--- src/rtl/l2_arbiter_if.sv ---
// Bundles the I-cache, D-cache and L2 request/response signals that pass through the arbiter.
// The arbiter connects through the master modport. The L1 controllers and the L2 connect through the slave modport.
interface l2_arbiter_if #(
   parameter int ADDR_W = 32,
   parameter int LINE_W = 256,
   parameter int MBE_W  = LINE_W / 8
);
   logic              i_read;
   logic [ADDR_W-1:0] i_addr;
   logic [LINE_W-1:0] i_rdata;
   logic              i_resp;

   logic              d_read;
   logic              d_write;
   logic [ADDR_W-1:0] d_addr;
   logic [LINE_W-1:0] d_wdata;
   logic [MBE_W-1:0]  d_mbe;
   logic [LINE_W-1:0] d_rdata;
   logic              d_resp;

   logic              l2_read;
   logic              l2_write;
   logic [ADDR_W-1:0] l2_addr;
   logic [LINE_W-1:0] l2_wdata;
   logic [MBE_W-1:0]  l2_mbe;
   logic [LINE_W-1:0] l2_rdata;
   logic              l2_resp;

   modport master (
      input  i_read, i_addr,
      input  d_read, d_write, d_addr, d_wdata, d_mbe,
      input  l2_rdata, l2_resp,
      output i_rdata, i_resp, d_rdata, d_resp,
      output l2_read, l2_write, l2_addr, l2_wdata, l2_mbe
   );

   modport slave (
      output i_read, i_addr,
      output d_read, d_write, d_addr, d_wdata, d_mbe,
      output l2_rdata, l2_resp,
      input  i_rdata, i_resp, d_rdata, d_resp,
      input  l2_read, l2_write, l2_addr, l2_wdata, l2_mbe
   );
endinterface

--- src/rtl/l2_arbiter.sv ---
// Round-robin arbiter that shares the single L2 request port between the L1 I-cache and D-cache.
// One transaction is in flight at a time. Each grant ends with one release cycle.
module l2_arbiter #(
   parameter int ADDR_W = 32,
   parameter int LINE_W = 256,
   parameter int MBE_W  = 32
) (
   input  logic         clk,
   input  logic         rst,
   l2_arbiter_if.master bus
);

   typedef enum logic [1:0] {
      IDLE    = 2'd0,
      GRANT_I = 2'd1,
      GRANT_D = 2'd2,
      RELEASE = 2'd3
   } state_t;

   state_t            state;
   logic              last_grant_d;
   logic              i_req;
   logic              d_req;

   logic              rd_mux;
   logic              wr_mux;
   logic [ADDR_W-1:0] addr_mux;
   logic [LINE_W-1:0] wdata_mux;
   logic [MBE_W-1:0]  mbe_mux;

   assign i_req = bus.i_read;
   assign d_req = bus.d_read | bus.d_write;

   // last_grant_d resets to D so that the first tie after reset goes to the I-cache.
   // NOTE: state registers use non-blocking assignments so every flop samples pre-edge values.
   always_ff @(posedge clk or posedge rst) begin
      if (rst) begin
         state        <= IDLE;
         last_grant_d <= 1'b1;
      end else begin
         case (state)
            IDLE: begin
               if (i_req && d_req) begin
                  state <= last_grant_d ? GRANT_I : GRANT_D;
               end else if (i_req) begin
                  state <= GRANT_I;
               end else if (d_req) begin
                  state <= GRANT_D;
               end
            end
            GRANT_I: begin
               if (bus.l2_resp) begin
                  last_grant_d <= 1'b0;
                  state        <= RELEASE;
               end
            end
            GRANT_D: begin
               if (bus.l2_resp) begin
                  last_grant_d <= 1'b1;
                  state        <= RELEASE;
               end
            end
            RELEASE: state <= IDLE;
            default: state <= IDLE;
         endcase
      end
   end

   // The L2 request follows the granted requester's live inputs. A D-cache write takes precedence over a D-cache read.
   always_comb begin
      // NOTE: every signal has a default before the case, so no case path infers a latch.
      rd_mux    = 1'b0;
      wr_mux    = 1'b0;
      addr_mux  = '0;
      wdata_mux = '0;
      mbe_mux   = '0;
      case (state)
         GRANT_I: begin
            rd_mux   = bus.i_read;
            addr_mux = bus.i_addr;
         end
         GRANT_D: begin
            wr_mux    = bus.d_write;
            rd_mux    = bus.d_read & ~bus.d_write;
            addr_mux  = bus.d_addr;
            wdata_mux = bus.d_wdata;
            mbe_mux   = bus.d_mbe;
         end
         default: ;
      endcase
   end

   assign bus.l2_read  = rd_mux;
   assign bus.l2_write = wr_mux;
   assign bus.l2_addr  = addr_mux;
   assign bus.l2_wdata = wdata_mux;
   assign bus.l2_mbe   = mbe_mux;

   assign bus.i_resp   = (state == GRANT_I) & bus.l2_resp;
   assign bus.d_resp   = (state == GRANT_D) & bus.l2_resp;
   assign bus.i_rdata  = bus.l2_rdata;
   assign bus.d_rdata  = bus.l2_rdata;

   // A requester must hold its request until its resp. Dropping it early is a protocol error.
   a_i_req_held: assert property (@(posedge clk) disable iff (rst)
      (state == GRANT_I) |-> bus.i_read);

   a_d_req_held: assert property (@(posedge clk) disable iff (rst)
      (state == GRANT_D) |-> (bus.d_read | bus.d_write));

   a_resp_exclusive: assert property (@(posedge clk) disable iff (rst)
      !(bus.i_resp && bus.d_resp));

endmodule
--- src/flat_wrapper.sv ---
// flat-port wrapper written by rule: the top's interface ports become plain ports
module l2_arbiter_flat 
#(
   parameter int ADDR_W = 32,
   parameter int LINE_W = 256,
   parameter int MBE_W  = 32
)
  (clk, rst, bus_i_read, bus_i_addr, bus_d_read, bus_d_write, bus_d_addr, bus_d_wdata, bus_d_mbe, bus_l2_rdata, bus_l2_resp, bus_i_rdata, bus_i_resp, bus_d_rdata, bus_d_resp, bus_l2_read, bus_l2_write, bus_l2_addr, bus_l2_wdata, bus_l2_mbe);
  l2_arbiter_if #(.ADDR_W(ADDR_W), .LINE_W(LINE_W), .MBE_W(MBE_W)) bus_i ();
  input  logic clk;
  input  logic rst;
  input wire logic [$bits(bus_i.i_read)-1:0] bus_i_read;
  input wire logic [$bits(bus_i.i_addr)-1:0] bus_i_addr;
  input wire logic [$bits(bus_i.d_read)-1:0] bus_d_read;
  input wire logic [$bits(bus_i.d_write)-1:0] bus_d_write;
  input wire logic [$bits(bus_i.d_addr)-1:0] bus_d_addr;
  input wire logic [$bits(bus_i.d_wdata)-1:0] bus_d_wdata;
  input wire logic [$bits(bus_i.d_mbe)-1:0] bus_d_mbe;
  input wire logic [$bits(bus_i.l2_rdata)-1:0] bus_l2_rdata;
  input wire logic [$bits(bus_i.l2_resp)-1:0] bus_l2_resp;
  output wire logic [$bits(bus_i.i_rdata)-1:0] bus_i_rdata;
  output wire logic [$bits(bus_i.i_resp)-1:0] bus_i_resp;
  output wire logic [$bits(bus_i.d_rdata)-1:0] bus_d_rdata;
  output wire logic [$bits(bus_i.d_resp)-1:0] bus_d_resp;
  output wire logic [$bits(bus_i.l2_read)-1:0] bus_l2_read;
  output wire logic [$bits(bus_i.l2_write)-1:0] bus_l2_write;
  output wire logic [$bits(bus_i.l2_addr)-1:0] bus_l2_addr;
  output wire logic [$bits(bus_i.l2_wdata)-1:0] bus_l2_wdata;
  output wire logic [$bits(bus_i.l2_mbe)-1:0] bus_l2_mbe;
  assign bus_i.i_read = bus_i_read;
  assign bus_i.i_addr = bus_i_addr;
  assign bus_i.d_read = bus_d_read;
  assign bus_i.d_write = bus_d_write;
  assign bus_i.d_addr = bus_d_addr;
  assign bus_i.d_wdata = bus_d_wdata;
  assign bus_i.d_mbe = bus_d_mbe;
  assign bus_i.l2_rdata = bus_l2_rdata;
  assign bus_i.l2_resp = bus_l2_resp;
  assign bus_i_rdata = bus_i.i_rdata;
  assign bus_i_resp = bus_i.i_resp;
  assign bus_d_rdata = bus_i.d_rdata;
  assign bus_d_resp = bus_i.d_resp;
  assign bus_l2_read = bus_i.l2_read;
  assign bus_l2_write = bus_i.l2_write;
  assign bus_l2_addr = bus_i.l2_addr;
  assign bus_l2_wdata = bus_i.l2_wdata;
  assign bus_l2_mbe = bus_i.l2_mbe;
  l2_arbiter #(.ADDR_W(ADDR_W), .LINE_W(LINE_W), .MBE_W(MBE_W)) u_core (.clk(clk), .rst(rst), .bus(bus_i));
endmodule
--- config.mk ---
export PLATFORM = sky130hd
export DESIGN_NAME = l2_arbiter_flat
export DESIGN_NICKNAME = d
export VERILOG_FILES = /design/src/rtl/l2_arbiter_if.sv /design/src/rtl/l2_arbiter.sv /design/src/flat_wrapper.sv
export SDC_FILE = /design/constraint.sdc
export NUM_CORES = 1
export LEC_CHECK = 0
export CORE_AREA = 2 2 563 565
export CTS_CLUSTER_DIAMETER = 60
export DETAILED_ROUTE_END_ITERATION = 10
export DIE_AREA = 0 0 565 567
export HOLD_SLACK_MARGIN = 0.08
export SETUP_SLACK_MARGIN = 0.2
export SLEW_MARGIN = 20
export SYNTH_ARGS = -nofsm -noshare
export SYNTH_HDL_FRONTEND = slang
export SYNTH_SLANG_ARGS = --single-unit
--- constraint.sdc ---
create_clock -name clk -period 4.5 [get_ports clk]
set_clock_uncertainty 0.05 [all_clocks]
set_input_delay 1.125 -clock clk [delete_from_list [all_inputs] [get_ports clk]]
set_output_delay 1.125 -clock clk [all_outputs]
set_load 0.05 [all_outputs]
# Word level (Yosys, flattened, before mapping)
# Index checks and enable logic that the tools add are counted.
dict set report classes {
  n_mux 14
  n_reduce_logical 6
  n_eq_ne 7
  bitwise_logic 5
}
# operator count
set ops {}
lappend ops {{256-bit two-way mux} 1}
lappend ops {{32-bit case mux with 2 select lines} 1}
lappend ops {{32-bit two-way mux} 1}
lappend ops {{2-bit two-way mux} 5}
lappend ops {{2-bit case mux with 3 select lines} 1}
lappend ops {{2-bit equality test, second input constant} 2}
lappend ops {{2-bit != test, second input constant} 2}
lappend ops {{4-bit by 2-bit != test with 1-bit output, second input constant} 1}
lappend ops {{1-bit case mux with 2 select lines} 2}
lappend ops {{1-bit bitwise AND} 3}
lappend ops {{1-bit two-way mux} 3}
lappend ops {{3-bit AND reduction} 1}
lappend ops {{2-bit by 1-bit equality test with 1-bit output, second input constant} 1}
lappend ops {{2-bit logical NOT} 1}
lappend ops {{2-bit by 1-bit != test with 1-bit output, second input constant} 1}
lappend ops {{2-bit AND reduction} 1}
lappend ops {{2-bit nonzero test} 1}
lappend ops {{2-bit OR reduction} 1}
lappend ops {{1-bit logical AND} 1}
lappend ops {{1-bit NOT} 1}
lappend ops {{1-bit OR} 1}
dict set report word_totals {
  output_inout_bits 836
  in_bits 614
  reg_bits 3
  elab_cells 34
}

# Logic depth before layout (Yosys ltp)
dict set report depth {
  word_depth 5
  depth_mapped 6
  depth_no_buf 5
}

# Least setup slack after synthesis
# No wires, ideal clock.
dict set report synth_path {
  path_kind {input-to-output}
  startpoint {input bus_d_write}
  endpoint {output bus_l2_read}
  stages 2
  slack_ps 1290
  arrival_ps 2035
  n_path_buf 0
  required_ps 3325
  path_cell_list {nand3b_1 > a21boi_1}
}
dict set report synth_between {
  elab_chain_cells 3
}
# element line
set synth_lines {}
lappend synth_lines {{start: declaration} flat_wrapper.sv:15} ;# input wire logic [$bits(bus_i.d_write)-1:0] bus_d_write;
lappend synth_lines {{1-bit NOT} l2_arbiter.sv:84} ;# rd_mux = bus.d_read & ~bus.d_write;
lappend synth_lines {{1-bit bitwise AND} l2_arbiter.sv:84}
lappend synth_lines {{1-bit case mux with 2 select lines} l2_arbiter.sv:77} ;# case (state)
lappend synth_lines {{end: declaration} flat_wrapper.sv:25} ;# output wire logic [$bits(bus_i.l2_read)-1:0] bus_l2_read;
# No other way between the ends.

# Final worst setup path
dict set report layout_path {
  startpoint {input bus_d_wdata[187]}
  endpoint {output bus_l2_wdata[187]}
}
dict set report layout_between {
  elab_chain_cells 1
}
# element line
set layout_lines {}
lappend layout_lines {{start: declaration} flat_wrapper.sv:17} ;# input wire logic [$bits(bus_i.d_wdata)-1:0] bus_d_wdata;
lappend layout_lines {{256-bit two-way mux} l2_arbiter.sv:77}
lappend layout_lines {{end: declaration} flat_wrapper.sv:28} ;# output wire logic [$bits(bus_i.l2_wdata)-1:0] bus_l2_wdata;
# No other way between the ends.

==> metrics <==
status=finished clean; leakage=approximately 4.2 nW; hold bufs inserted after CTS=0; Critical Path Start Type=primary input; Total Routed Length=256000 um; Worst-path clk slew=roughly 0.030 ns; # H-tree levels=1; wire per inst=~49 um; Slew @ Worst Pin=between 0.9 and 1 ns; Die X=between 500 and 600 um; final hold vios=0; post-synth cell types=22; drt first pass iters=4; GRT Util Overall=~15%; fin crit period=approximately 4.0 ns; share of the yosys chip area belonging to registers=~1.2%; CTS root buf=clkbuf_16; flops & latches, synth=3; Cells after Synth=935; Worst slew margin=37.2%; initial antenna violation count=around 160; Synth top area share=about three fifths; synthesis-to-finish area growth=113%; Syn Nets=1553; utilization after layout=4.48%; CTS tree=built; synth warn=0; ys flop type=dfrtp_1; crit path kind=primary input to output port; Placement Rows=between 200 and 250; via density per instance=about 1.5; die height=approximately 570 um; Final setup viols=0; Hold Crit Class=flop to flop; Power per Cell Area=611 nW/um^2; post-cts resize count=0; critical path peak fanout=1; DR iter-0 viols=approximately 270; hpwl dp=approximately 250000 um; CTS Buffer Depth=2; vias in the first global route=7179; Hold Crit Depth=2; Avg Synthesized Cell Area=between 7 and 8 um^2; number of setup buffers added after CTS=0; nets@finish=1695; layout cells sized above 1=between 20% and 30%; top cells by area, synth=buf_4, and2_1, a22oi_1, nor2b_1, buf_2; Max Cap Viol=0; first-pass GRT wire length=273000 um; Final period util=89.3%; GRT overflow=0; top-count cell post-synth=buf_4; largest net degree at the start of global routing=around 120; R2R depth=6; TNS Setup=0 ns; GPL Wtd Cong=0.849; number of remaining DRC errors=0; number of synthesized flops with an enable pin=0; RSZ-0062 raised after global routing=no; Starting Density=2.11%; ys async rst share=100%; Synth top cells by count=buf_4, and2_1, a22oi_1, nor2b_1, buf_2; Worst Setup End Kind=output port; fin. max-slew vios=0; Synth Cell Area=~6600 um^2; f_max=about 250 MHz; post-route ant nets=0; Port Buf Inserts=681; Worst-Skew Late Latency=around 0.23 ns; io pins=1450; CTS buffer count=3; largest area contributor in the netlist=buf_4; via count=approximately 7700; Arrival @ worst endpoint=around 2.8 ns; VDD IR max=about 0.61 mV; WP data required=~3.3 ns; Overall Power=8.59 mW; Clock Sinks=3; Die Area=320000 um^2; Core ar.=314000 um^2
## critical path, cell delays in order
cell and delay [ns]:
clkdlybuf4s50_1 0.51, and2_1 0.32, clkdlybuf4s50_1 0.88
## cells in the final DEF (no fill, tap or decap), types with 2 or more instances in the layout
master and instances:
clkdlybuf4s50_1 395, buf_4 294, and2_1 291, a22oi_1 32, nor2b_1 32, diode_2 17
inv_1 4, ha_2 3, clkbuf_16 3, nand2_1 2, nand2b_1 2, nor2_1 2
buf_12 2, dfrtp_1 2
## logic make-up after synthesis
group,count (synthesis),synth area share (%)
buffers and inverters,559,62.3
and+or+nand+nor,331,31.2
AOI/OAI and AO/OA,38,4.61
adders and majority gates,4,0.756
DFF,3,1.15
## registers in the layout, summed over array words and instances (netlist names)
name / flops
u_core.state: 2
u_core.last_grant_d: 1
## routing by layer
metal  track usage [%]  wire length (um)  up-vias
met5             0.120               515        -
met4              2.49              6020       70
met3              26.2             92900      396
met2              22.6            104000     1598
met1              8.98             52400     2960
li1                  -                 -     2642
## power breakdown
part / internal [mW] / total, mW / leakage (nW) / switching, mW
sequential: 0.0460 / 0.0610 / 0.0338 / 0.0150
clock: 0.117 / 0.143 / 0.0383 / 0.0256
combinational: 2.09 / 8.38 / 4.12 / 6.29
## cell type report
class	count	area (um^2)
diodes	17	42.5
clock buffers	4	78.8
fillers	37377	300000
inverters	5	18.8
multi-input cells	373	2440
flip-flops and latches	3	76.3
well taps	4160	5200
repair buffers	691	6200
## metrics by stage
stage / setup slack [ns] / hold WS, ns / instance area [um^2] / cells
3_5_place_dp: 0.520 / 0.470 / 13900 / 5232
3_3_place_gp: 0.512 / 0.441 / 13900 / 5232
4_1_cts: 0.520 / 0.467 / 14000 / 5236
5_1_grt: 0.536 / 0.480 / 14000 / 5239
2_1_floorplan: 1.29 / 0.419 / 6620 / 935
6_report: 0.481 / 0.467 / 14100 / 5253
## final timing paths
check	start	end	slack (ns)
max	bus_d_wdata[187]	bus_l2_wdata[187]	0.48
min	u_core.last_grant_d	u_core.last_grant_d	0.47
max reg2reg	u_core.state[1]	u_core.state[0]	2.56
min reg2reg	u_core.last_grant_d	u_core.last_grant_d	0.47
max in group asynchronous	rst	u_core.last_grant_d	3.14
min in group asynchronous	rst	u_core.state[1]	1.05
Note: power is estimated with default switching activity, not from simulation.
